### config.mk
export PLATFORM = sky130hd
export DESIGN_NAME = clk_toggle_monitor
export DESIGN_NICKNAME = d
export VERILOG_FILES = /design/src/rtl/clk_toggle_monitor.sv
export SDC_FILE = /design/constraint.sdc
export NUM_CORES = 1
export LEC_CHECK = 0
export ABC_AREA = 1
export CAP_MARGIN = 20
export CORE_MARGIN = 10
export CORE_UTILIZATION = 45
export CTS_BUF_LIST = sky130_fd_sc_hd__clkbuf_8
export DETAILED_ROUTE_END_ITERATION = 6
export GPL_TIMING_DRIVEN = 0
export HOLD_SLACK_MARGIN = 0.03
export PLACE_DENSITY = 0.7
export SYNTH_ARGS = -nofsm -noshare
export SYNTH_HDL_FRONTEND = slang
export SYNTH_SLANG_ARGS = --single-unit
### constraint.sdc
create_clock -name clk -period 4.9 [get_ports clk]
set_input_delay 0.98 -clock clk [delete_from_list [all_inputs] [get_ports clk]]
set_output_delay 0.98 -clock clk [all_outputs]
set_load 0.01 [all_outputs]
### src/rtl/clk_toggle_monitor.sv
// rtl/clk_toggle_monitor.sv - windowed per-channel rising-edge counter with valid/ready readout
// Define CLK_TOGGLE_MONITOR_SYNC_EN to add a two-flop synchronizer ahead of the edge registers.
module clk_toggle_monitor #(
    parameter int NCH   = 6,
    parameter int CNT_W = 8,
    parameter int WIN_W = 16,
    localparam int CH_W = (NCH > 1) ? $clog2(NCH) : 1
) (
    input  logic             clk,
    input  logic             rst,
    input  logic [NCH-1:0]   sig_in,
    input  logic             start,
    input  logic [WIN_W-1:0] win_len,
    output logic             busy,
    output logic             rpt_valid,
    input  logic             rpt_ready,
    output logic [CH_W-1:0]  rpt_chan,
    output logic [CNT_W-1:0] rpt_count,
    output logic             rpt_last
);

    typedef enum logic [1:0] {IDLE, MEAS, RPT} state_t;

    localparam logic [CH_W-1:0] LAST_IDX = CH_W'(NCH - 1);

    state_t           state, state_next;
    logic [NCH-1:0]   s, s_d, edge_det;
    logic [CNT_W-1:0] cnt [NCH];
    logic [CNT_W-1:0] cnt_next [NCH];
    logic [WIN_W-1:0] remaining, remaining_next;
    logic [CH_W-1:0]  idx, idx_next;

    logic             busy_n, valid_n, last_n;
    logic [CH_W-1:0]  chan_n;
    logic [CNT_W-1:0] count_n;

`ifdef CLK_TOGGLE_MONITOR_SYNC_EN
    logic [NCH-1:0] m;

    always_ff @(posedge clk) begin
        if (rst) begin
            m   <= '0;
            s   <= '0;
            s_d <= '0;
        end else begin
            m   <= sig_in;
            s   <= m;
            s_d <= s;
        end
    end
`else
    always_ff @(posedge clk) begin
        if (rst) begin
            s   <= '0;
            s_d <= '0;
        end else begin
            s   <= sig_in;
            s_d <= s;
        end
    end
`endif

    assign edge_det = s & ~s_d;

    always_ff @(posedge clk) begin
        if (rst) begin
            state     <= IDLE;
            remaining <= '0;
            idx       <= '0;
            for (int i = 0; i < NCH; i++) cnt[i] <= '0;
        end else begin
            state     <= state_next;
            remaining <= remaining_next;
            idx       <= idx_next;
            for (int i = 0; i < NCH; i++) cnt[i] <= cnt_next[i];
        end
    end

    always_comb begin
        state_next     = state;
        remaining_next = remaining;
        idx_next       = idx;
        for (int i = 0; i < NCH; i++) cnt_next[i] = cnt[i];
        case (state)
            IDLE: begin
                if (start) begin
                    state_next     = MEAS;
                    remaining_next = (win_len == '0) ? WIN_W'(1) : win_len;
                    idx_next       = '0;
                    for (int i = 0; i < NCH; i++) cnt_next[i] = '0;
                end
            end
            MEAS: begin
                for (int i = 0; i < NCH; i++) begin
                    if (edge_det[i] && (cnt[i] != '1)) cnt_next[i] = cnt[i] + 1'b1;
                end
                remaining_next = remaining - 1'b1;
                if (remaining == WIN_W'(1)) begin
                    state_next = RPT;
                    idx_next   = '0;
                end
            end
            RPT: begin
                if (rpt_ready) begin
                    if (idx == LAST_IDX) begin
                        state_next = IDLE;
                        idx_next   = '0;
                    end else begin
                        idx_next = idx + 1'b1;
                    end
                end
            end
            default: state_next = IDLE;
        endcase
    end

    // Outputs are computed from next-state values so the registered copies line up with state.
    always_comb begin
        busy_n  = (state_next != IDLE);
        valid_n = (state_next == RPT);
        chan_n  = valid_n ? idx_next : '0;
        count_n = valid_n ? cnt_next[idx_next] : '0;
        last_n  = valid_n && (idx_next == LAST_IDX);
    end

    always_ff @(posedge clk) begin
        if (rst) begin
            busy      <= 1'b0;
            rpt_valid <= 1'b0;
            rpt_chan  <= '0;
            rpt_count <= '0;
            rpt_last  <= 1'b0;
        end else begin
            busy      <= busy_n;
            rpt_valid <= valid_n;
            rpt_chan  <= chan_n;
            rpt_count <= count_n;
            rpt_last  <= last_n;
        end
    end

endmodule
==> results of run 1 <==
==> placed cells by master, fill, tap and decap left out, types with 9 or more instances in the layout <==
cell type and count:
nor2_1 125, buf_2 9, nand4_1 24, xor2_1 9, o21ai_0 31, nand2_1 254
nand3_1 102, dfxtp_1 95, clkbuf_8 10, inv_1 107, a21oi_1 29, clkdlybuf4s50_1 38
==> worst register-to-register path: stages, from the launching register on <==
cell	delay [ns]
dfxtp_1	0.53
inv_2	0.16
nand2_2	0.20
clkbuf_1	0.51
o21ai_0	0.18
nand2_1	0.23
buf_2	0.31
o21ai_0	0.22
==> cell families after synthesis <==
group / count (synthesis)
buf+inv: 141
xor+xnor: 15
fa+ha+maj: 8
flops: 95
simple gates: 535
compound gates: 93
==> area by class of cell <==
type                            instances  area share, %
Clock buffer                           10           2.15
Sequential cell                        95           29.7
Timing Repair Buffer                   38           5.93
Tap cell                              168           3.28
Inverter                              112           6.58
Buffer                                 29           2.64
Multi-Input combinational cell        651           48.5
Clock inverter                          5           1.27
==> state kept, by name (all words and copies together) (netlist names) <==
signal and flops:
cnt 48, remaining 16, rpt_count 8, s 6
s_d 6, idx 3, rpt_chan 3, state 2
busy 1, rpt_last 1, rpt_valid 1
==> metal layers <==
layer  global-route usage (%)  share of wire (%)  vias to the layer above
met5                        0                  0                        -
met2                     29.8                 45                      218
met3                     4.88                8.0                       33
li1                         -                  -                     2946
met4                     6.92                2.3                        0
met1                     24.2                 45                     2598
==> per-stage QoR <==
step | total power [mW] | cells | setup slack (ns) | area [µm²] | util, %
detailed placement | 1.11 | 1093 | 1.80 | 6190 | 51.1
floorplan | 1.01 | 887 | 2.81 | 5600 | -
global route | 1.76 | 1108 | 2.09 | 6410 | 52.9
finish | 1.70 | 1108 | 2.19 | 6410 | 52.9
CTS | 1.70 | 1108 | 2.19 | 6410 | 52.9
global placement | 1.11 | 1093 | 1.76 | 6190 | 51.1
==> power breakdown <==
group / leakage [nW] / internal [mW] / switching (mW)
sequential: 0.772 / 0.796 / 0.0228
combinational: 1.88 / 0.0935 / 0.183
clock: 0.109 / 0.300 / 0.301
total: 2.76 / 1.19 / 0.507
==> synthesized netlist by cell type (2+ instances only) <==
cell type  number  area [µm²]
ha_1            8         100
buf_2           9        45.0
xor2_1          9        78.8
nand3_1       102         510
dfxtp_1        95        1900
o21ai_0        31         155
buf_1           3        11.3
nor4_2          2        25.0
clkbuf_1        8        30.0
nor2_4          2        22.5
nor2_2          3        18.8
inv_1         107         402
a21oi_2         2        17.5
o21ai_1         5        25.0
nand2_1       254         953
nand4_1        24         150
nor3_1          5        25.0
nand2_2         5        31.3
a31oi_1         7        43.8
buf_4           5        37.5
nand3b_1        2        15.0
xnor2_1         6        52.6
nor4_1          4        25.0
inv_2           4        15.0
nand2_4         3        33.8
o221ai_1        2        17.5
nor2_1        125         469
a21boi_0        2        15.0
a21oi_1        29         145
o31ai_1         2        15.0
o21bai_1        3        22.5
buf_6           4        45.0
o211ai_1        4        30.0
==> worst paths after layout <==
path	end	from	cells past startpoint	slack, ns
min reg2reg	s_d[2]	s[2]	2	0.43
min	s_d[2]	s[2]	2	0.43
max reg2reg	busy	state[1]	7	2.38
max	rpt_count[0]	start	12	2.19
==> impl_metrics.csv, run 1 <==
group,metric,value,unit
place,dp_hpwl,12000,µm
global_route,grt_pass1_wl,26900,µm
yosys,synthSimpleGateAreaFrac,41.3,%
cts,cts-resized-gates,0,
yosys,synth_edf_count,0,
run,cap_violations,0,
cts,tritoncts,"built",
cells_and_area,final_nets,970,
yosys,synth_compound_area_share,10.1,%
die,die_w,132,µm
cts,clockBufferDepth,2,
timing,hold_violations,0,
drt,drc,0,
cells_and_area,multiInputGateArea,0.00311,mm²
yosys,yosys_warnings,0,
timing,period_needed,2.71,ns
worst_setup_path,path_max_fanout,10,
yosys,yosysUniqueCellTypes,44,
worst_setup_path,crit_chain,"clkdlybuf4s50_1 -> inv_1 -> nand2_2 -> nand2_2 -> inv_2 -> o21ai_0 -> nand2_1 -> nand2_1 -> nand2_1 -> nand2_1 -> nand2_1 -> a21oi_1",
timing,timing.hold.ws,0.426,ns
yosys,ys_seq_area_share,34.0,%
timing,final_max_slew_viol_count,0,
drt,drt-total-wl,16500,µm
global_route,antenna_found_initial,0,
cells_and_area,nFillCells,1257,
global_route,grt_pass1_vias,5389,
timing,rsz0062_at_grt,"no",
cells_and_area,antenna_cells,0,
cts,cts_hold_buf,0,
drt,vias,5795,
yosys,synth-seq-cells,95,
drt,via_per_inst,5.23,
timing,relSlewSlack,46.4,%
cts,clk_latency,0.40,ns
worst_setup_path,startpoint_type,"input port",
cts,path_clk_slew,0.09,ns
yosys,synth_ff_type,"dfxtp_1",
drt,dr.pass1.iters,5,
worst_setup_path,slowest_delay,0.46,ns
die,core_area,0.0121,mm²
place,gp_congestion,0.900,
drt,drtAntennaViolNets,0,
hold_path,hp-class,"flop to flop",
worst_setup_path,path_class,"input port to flop",
global_route,track_usage,18.9,%
worst_setup_path,critical_path.top_delay_family,"buffers and inverters",
yosys,syn_area,0.00560,mm²
die,die-height,132,µm
timing,fmax,370,MHz
power_and_ir_drop,p_leak,2.76,nW
yosys,syn_nets,921,
yosys,synthXorXnorAreaFrac,2.35,%
timing,setup_viol,0,
drt,drtIter0Drc,505,
yosys,avgSynthCellArea,6.31,µm²
timing,layout_worst_path_cycle_share,55.2,%
cells_and_area,drive_gt1_share,6.60,%
timing,skew,0.0138,ns
worst_setup_path,path_buf_inv,3,
cts,htreeDepth,3,
yosys,synthCells,887,
power_and_ir_drop,cellPowerDensity,265,mW/mm²
cells_and_area,regArea,0.00190,mm²
worst_setup_path,crit_top_cell,"nand2_1",
cells_and_area,syn2layout_area_growth,14.5,%
worst_setup_path,critPathSlowestCell,"clkdlybuf4s50_1",
timing,final.setup.tns,0,ns
yosys,synthMuxAreaShare,0,%
global_route,grt-ovfl-total,0,
yosys,synth-async-reset-ratio,0,%
worst_setup_path,cp.required,5.21,ns
timing,worst_slew_pin_slew,0.803,ns
die,num_rows,40,
status,status,"finished, final reports clean",
place,port_buffers,38,
cts,clock-root-buffer,"clkbuf_8",
worst_setup_path,end_kind,"flop",
cts,clkSinkCount,95,
die,start_util,46.2,%
yosys,synth_top_family_by_area,"simple AND/OR/NAND/NOR gates",
drt,wire_per_inst,14.9,µm
global_route,grt_start_max_net_pins,16,
cts,postCtsSetupBuffers,0,
yosys,synthAdderAreaFrac,1.79,%
die,dieArea,0.0173,mm²
die,io_pins,40,
worst_setup_path,cp.arrival,3.02,ns
cts,cts_buffers,9,
power_and_ir_drop,vdd_drop_max,199,µV
(Power assumes the default switching activity.)
==> run 2, diff against run 1 <==
- clock period: 4.9 -> 2.5 ns (I/O delays scaled with it)
==> impl_metrics.csv, run 2 (synthesis gave the netlist of run 1 again) <==
group,metric,value,unit
worst_setup_path,path_class,"flop to flop",
timing,relSlewSlack,46.1,%
worst_setup_path,critical_path.top_delay_family,"buffers and inverters",
drt,drtAntennaViolNets,0,
cells_and_area,final_nets,970,
cells_and_area,most-common-layout-cells,"nand2_1 (254), nor2_1 (125), inv_1 (107)",
place,port_buffers,38,
cells_and_area,regMostFlops,"cnt",
hold_path,hp-start,"s[2]",
power_and_ir_drop,vdd_drop_max,390,µV
cells_and_area,top_regs,"cnt: 48 flops, remaining: 16 flops, rpt_count: 8 flops",
cts,clock-root-buffer,"clkbuf_8",
place,placed_area,0.00619,mm²
die,start_util,46.2,%
timing,period_needed,2.32,ns
cts,path_clk_slew,0.09,ns
place,gp_congestion,0.900,
worst_setup_path,r2r-start,"state[1]",
cts,clockBufferDepth,2,
drt,vias,5779,
worst_setup_path,reg2reg_slack,0.18,ns
global_route,grt_pass1_vias,5389,
timing,timing.hold.ws,0.426,ns
power_and_ir_drop,cellPowerDensity,519,mW/mm²
die,num_rows,40,
timing,fmax,430,MHz
die,io_pins,40,
place,dp_cells,1093,
cts,clk_latency,0.40,ns
cts,tritoncts,"built",
worst_setup_path,cp.arrival,2.60,ns
timing,final.setup.tns,0,ns
worst_setup_path,r2r-end,"rpt_count[2]",
cts,cts_hold_buf,0,
cells_and_area,syn2layout_area_growth,14.5,%
timing,skew,0.0147,ns
drt,drc,0,
cts,clkSinkCount,95,
cells_and_area,stdcell_count,1108,
global_route,grt_start_max_net_pins,16,
worst_setup_path,critPathSlowestCell,"dfxtp_1",
die,die_w,132,µm
cells_and_area,final_common_cell,"nand2_1",
global_route,track_usage,18.9,%
worst_setup_path,cp.required,2.78,ns
cells_and_area,multiInputGateArea,0.00311,mm²
worst_setup_path,crit_top_cell,"nand2_1",
worst_setup_path,path_max_fanout,10,
cells_and_area,drive_gt1_share,6.70,%
worst_setup_path,end_kind,"flop",
timing,setup_viol,0,
cells_and_area,final_cell_area,0.00641,mm²
hold_path,min_delay_worst_endpoint,"s_d[2]",
timing,hold_violations,0,
die,dieArea,0.0173,mm²
timing,worst_slew_pin_slew,0.809,ns
die,core_area,0.0121,mm²
cells_and_area,nFillCells,1256,
global_route,antenna_found_initial,0,
drt,dr.pass1.iters,5,
timing,final_max_slew_viol_count,0,
timing,layout_worst_path_cycle_share,93.0,%
power_and_ir_drop,total_power,3.33,mW
hold_path,min_path_cells,2,
die,die-height,132,µm
cts,postCtsSetupBuffers,0,
drt,wire_per_inst,14.9,µm
worst_setup_path,startpoint_type,"flop",
status,status,"finished, final reports clean",
cells_and_area,regArea,0.00190,mm²
worst_setup_path,slowest_delay,0.54,ns
cells_and_area,largest_register_ffs,48,
timing,rsz0062_at_grt,"no",
run,cap_violations,0,
power_and_ir_drop,p_leak,2.76,nW
drt,drtIter0Drc,498,
hold_path,hp-class,"flop to flop",
global_route,grt-ovfl-total,0,
place,dp_hpwl,12000,µm
worst_setup_path,reg2reg_depth,10,
worst_setup_path,path_buf_inv,3,
cts,htreeDepth,3,
worst_setup_path,crit_chain,"inv_2 -> nand2_2 -> clkinv_2 -> buf_2 -> a21boi_0 -> nand2_1 -> nand3_1 -> nand2_1 -> nand2_1 -> a21oi_1",
drt,via_per_inst,5.22,
drt,drt-total-wl,16500,µm
global_route,grt_pass1_wl,26900,µm
cells_and_area,antenna_cells,0,
cts,cts_buffers,9,
-- run 2: cell counts in the layout (fill, tap and decap cells not counted) --
Identical to the previous run, type by type.
-- run 2: routing by layer --
| metal | vias to the layer above | routed length (µm) | track usage (%) |
|---|---|---|---|
| met2 | 200 | 7340 | 29.8 |
| met5 | - | 0 | 0 |
| met1 | 2597 | 7460 | 24.2 |
| met4 | 0 | 408 | 6.92 |
| met3 | 34 | 1320 | 4.88 |
| li1 | 2948 | - | - |
-- run 2: worst max path at each step --
| stage | start | to | slack (ns) | cells past startpoint |
|---|---|---|---|---|
| 3_5_place_dp | start | rpt_count[0] | -0.12 | 12 |
| 5_1_grt | state[1] | rpt_count[2] | 0.08 | 10 |
| 4_1_cts | state[1] | busy | 0.05 | 7 |
| 2_1_floorplan | cnt[2][0] | rpt_count[2] | 0.87 | 12 |
| 6_report | state[1] | rpt_count[2] | 0.18 | 10 |
| 3_3_place_gp | start | rpt_count[0] | -0.16 | 12 |
-- run 2: area by class of cell --
cell class / count / area share [%]
repair buffers: 38 / 5.93
flip-flops and latches: 95 / 29.7
well taps: 168 / 3.28
plain buffers: 29 / 2.65
clock inverters: 5 / 1.27
clock buffers: 10 / 2.15
inverters: 112 / 6.58
multi-input cells: 651 / 48.5
-- run 2: metrics by stage --
step | utilization (%) | setup WS, ns
after floorplan | - | 0.866
after global placement | 51.1 | -0.159
after detailed placement | 51.1 | -0.120
after CTS | 52.9 | 0.0488
after global routing | 52.9 | 0.0777
final | 52.9 | 0.176
-- run 2: what timing repair did --
action,CTS,global route
endpoints found under the setup margin,0,1
resized for setup,0,2
endpoints found under the hold margin,0,0
-- run 2: worst register-to-register path, cell delays in order, from the launching register on --
cell,delay [ns]
dfxtp_1,0.54
inv_2,0.16
nand2_2,0.20
clkinv_2,0.23
buf_2,0.28
a21boi_0,0.43
nand2_1,0.10
nand3_1,0.08
nand2_1,0.07
nand2_1,0.07
a21oi_1,0.06
-- run 2: where the power goes --
group          switching (mW)  internal, mW  total (mW)
logic                   0.358         0.184       0.542
registers              0.0446          1.56        1.60
clock network           0.592         0.587        1.18
total                   0.995          2.33        3.33
==> run 3, diff against run 2 <==
==> constraint.sdc (replaced) <==
create_clock -name clk -period 2.5 [get_ports clk]
set_input_delay 0.75 -clock clk [delete_from_list [all_inputs] [get_ports clk]]
set_output_delay 0.75 -clock clk [all_outputs]
set_load 0.01 [all_outputs]
==> impl_metrics.csv, run 3 (synthesis gave the netlist of run 1 again) <==
group,metric,value,unit
status,status,"finished, final reports clean",
cts,cts_hold_buf,0,
worst_setup_path,cp.arrival,2.68,ns
drt,vias,5771,
die,dieArea,0.0173,mm²
cts,postCtsSetupBuffers,0,
worst_setup_path,r2r-start,"state[1]",
cts,htreeDepth,3,
worst_setup_path,crit_chain,"clkdlybuf4s50_1 -> inv_1 -> nand2_2 -> nand2_4 -> buf_2 -> buf_4 -> nand2_1 -> nand3_1 -> nand3_1 -> a21oi_1",
place,gp_congestion,0.900,
power_and_ir_drop,p_leak,2.76,nW
power_and_ir_drop,total_power,3.33,mW
cts,clock-root-buffer,"clkbuf_8",
die,num_rows,40,
cts,cts-resized-gates,0,
worst_setup_path,critPathSlowestCell,"clkdlybuf4s50_1",
die,die_w,132,µm
global_route,antenna_found_initial,0,
cells_and_area,regMostFlops,"cnt",
timing,final_max_slew_viol_count,0,
cells_and_area,antenna_cells,0,
run,cap_violations,0,
timing,period_needed,2.38,ns
global_route,grt_pass1_vias,5389,
cts,cts_buffers,9,
global_route,track_usage,18.9,%
worst_setup_path,path_class,"input port to flop",
worst_setup_path,path_max_fanout,10,
die,core_area,0.0121,mm²
place,dp_hpwl,12000,µm
drt,via_per_inst,5.21,
cells_and_area,drive_gt1_share,6.70,%
cells_and_area,top_regs,"cnt: 48 flops, remaining: 16 flops, rpt_count: 8 flops",
cells_and_area,final_util,53.0,%
drt,dr.pass1.iters,5,
place,placed_area,0.00619,mm²
worst_setup_path,slowest_delay,0.46,ns
cells_and_area,final_cell_area,0.00642,mm²
hold_path,hp-start,"s[2]",
hold_path,min_delay_worst_endpoint,"s_d[2]",
timing,skew,0.0133,ns
drt,wire_per_inst,14.9,µm
timing,timing.hold.ws,0.426,ns
cells_and_area,syn2layout_area_growth,14.7,%
drt,drtAntennaViolNets,0,
drt,drt-total-wl,16500,µm
worst_setup_path,startpoint_type,"input port",
cts,clkSinkCount,95,
die,io_pins,40,
global_route,grt-ovfl-total,0,
place,dp_slack,-0.370,ns
timing,hold_violations,0,
worst_setup_path,cp.required,2.80,ns
cells_and_area,final_common_cell,"nand2_1",
place,port_buffers,38,
cts,tritoncts,"built",
drt,drtIter0Drc,495,
worst_setup_path,end_kind,"flop",
worst_setup_path,reg2reg_slack,0.14,ns
timing,relSlewSlack,46.5,%
timing,worst_slack,0.125,ns
die,die-height,132,µm
timing,rsz0062_at_grt,"no",
global_route,grt_pass1_wl,26900,µm
power_and_ir_drop,cellPowerDensity,518,mW/mm²
timing,fmax,421,MHz
hold_path,hp-class,"flop to flop",
worst_setup_path,r2r-end,"rpt_count[2]",
timing,worst_slew_pin_slew,0.803,ns
die,start_util,46.2,%
hold_path,min_path_cells,2,
cts,clk_latency,0.40,ns
cts,path_clk_slew,0.09,ns
timing,setup_viol,0,
drt,drc,0,
worst_setup_path,crit_top_cell,"nand3_1",
cells_and_area,final_nets,970,
global_route,grt_start_max_net_pins,16,
cts,clockBufferDepth,2,
worst_setup_path,reg2reg_depth,10,
timing,layout_worst_path_cycle_share,95.0,%
power_and_ir_drop,vdd_drop_max,391,µV
cells_and_area,most-common-layout-cells,"nand2_1 (254), nor2_1 (125), inv_1 (107)",
cells_and_area,largest_register_ffs,48,
run 3: changes by cell type in the layout (fill, tap and decap cells not counted):
cell / change
nor4_2: -1
nand2_2: -1
o21ai_0: -1
o21ai_1: +1
nor4_4: +1
nand2_4: +1
run 3: worst max-delay path by stage:
stage	from	end	slack [ns]	depth (start not counted)
2_1_floorplan	rpt_ready	rpt_count[5]	0.64	9
3_3_place_gp	start	rpt_count[0]	-0.41	12
3_5_place_dp	start	rpt_count[0]	-0.37	12
4_1_cts	start	rpt_count[0]	0.02	12
5_1_grt	rpt_ready	rpt_count[1]	0.05	10
6_report	start	rpt_count[6]	0.12	10
run 3: per-layer routing:
metal / vias up / routed length [µm] / track usage [%]
met1: 2577 / 7560 / 24.2
met5: - / 0 / 0
li1: 2945 / - / -
met4: 0 / 402 / 6.92
met3: 38 / 1160 / 4.88
met2: 211 / 7370 / 29.8
run 3: cell type report:
cell class | instances | area (µm²)
well taps | 168 | 210
plain buffers | 29 | 170
repair buffers | 38 | 380
inverters | 112 | 422
flip-flops and latches | 95 | 1900
multi-input cells | 651 | 3120
clock buffers | 10 | 138
fillers | 1257 | 5690
clock inverters | 5 | 81.3
run 3: report_power, final:
| group | leakage [nW] | internal, mW | switching (mW) |
|---|---|---|---|
| logic | 1.88 | 0.184 | 0.361 |
| clock network | 0.109 | 0.587 | 0.589 |
| registers | 0.772 | 1.56 | 0.0452 |
run 3: worst max-delay path, delay by kind of cell:
| kind | cells | cell delay, ns |
|---|---|---|
| simple gates | 5 | 0.56 |
| compound gates | 1 | 0.20 |
| buf+inv | 4 | 1.15 |
run 3: metrics by stage:
step / setup TNS, ns / std cells
global route: 0 / 1108
global placement: -6.00 / 1093
floorplan: 0 / 887
detailed placement: -5.62 / 1093
finish: 0 / 1108
CTS: 0 / 1108
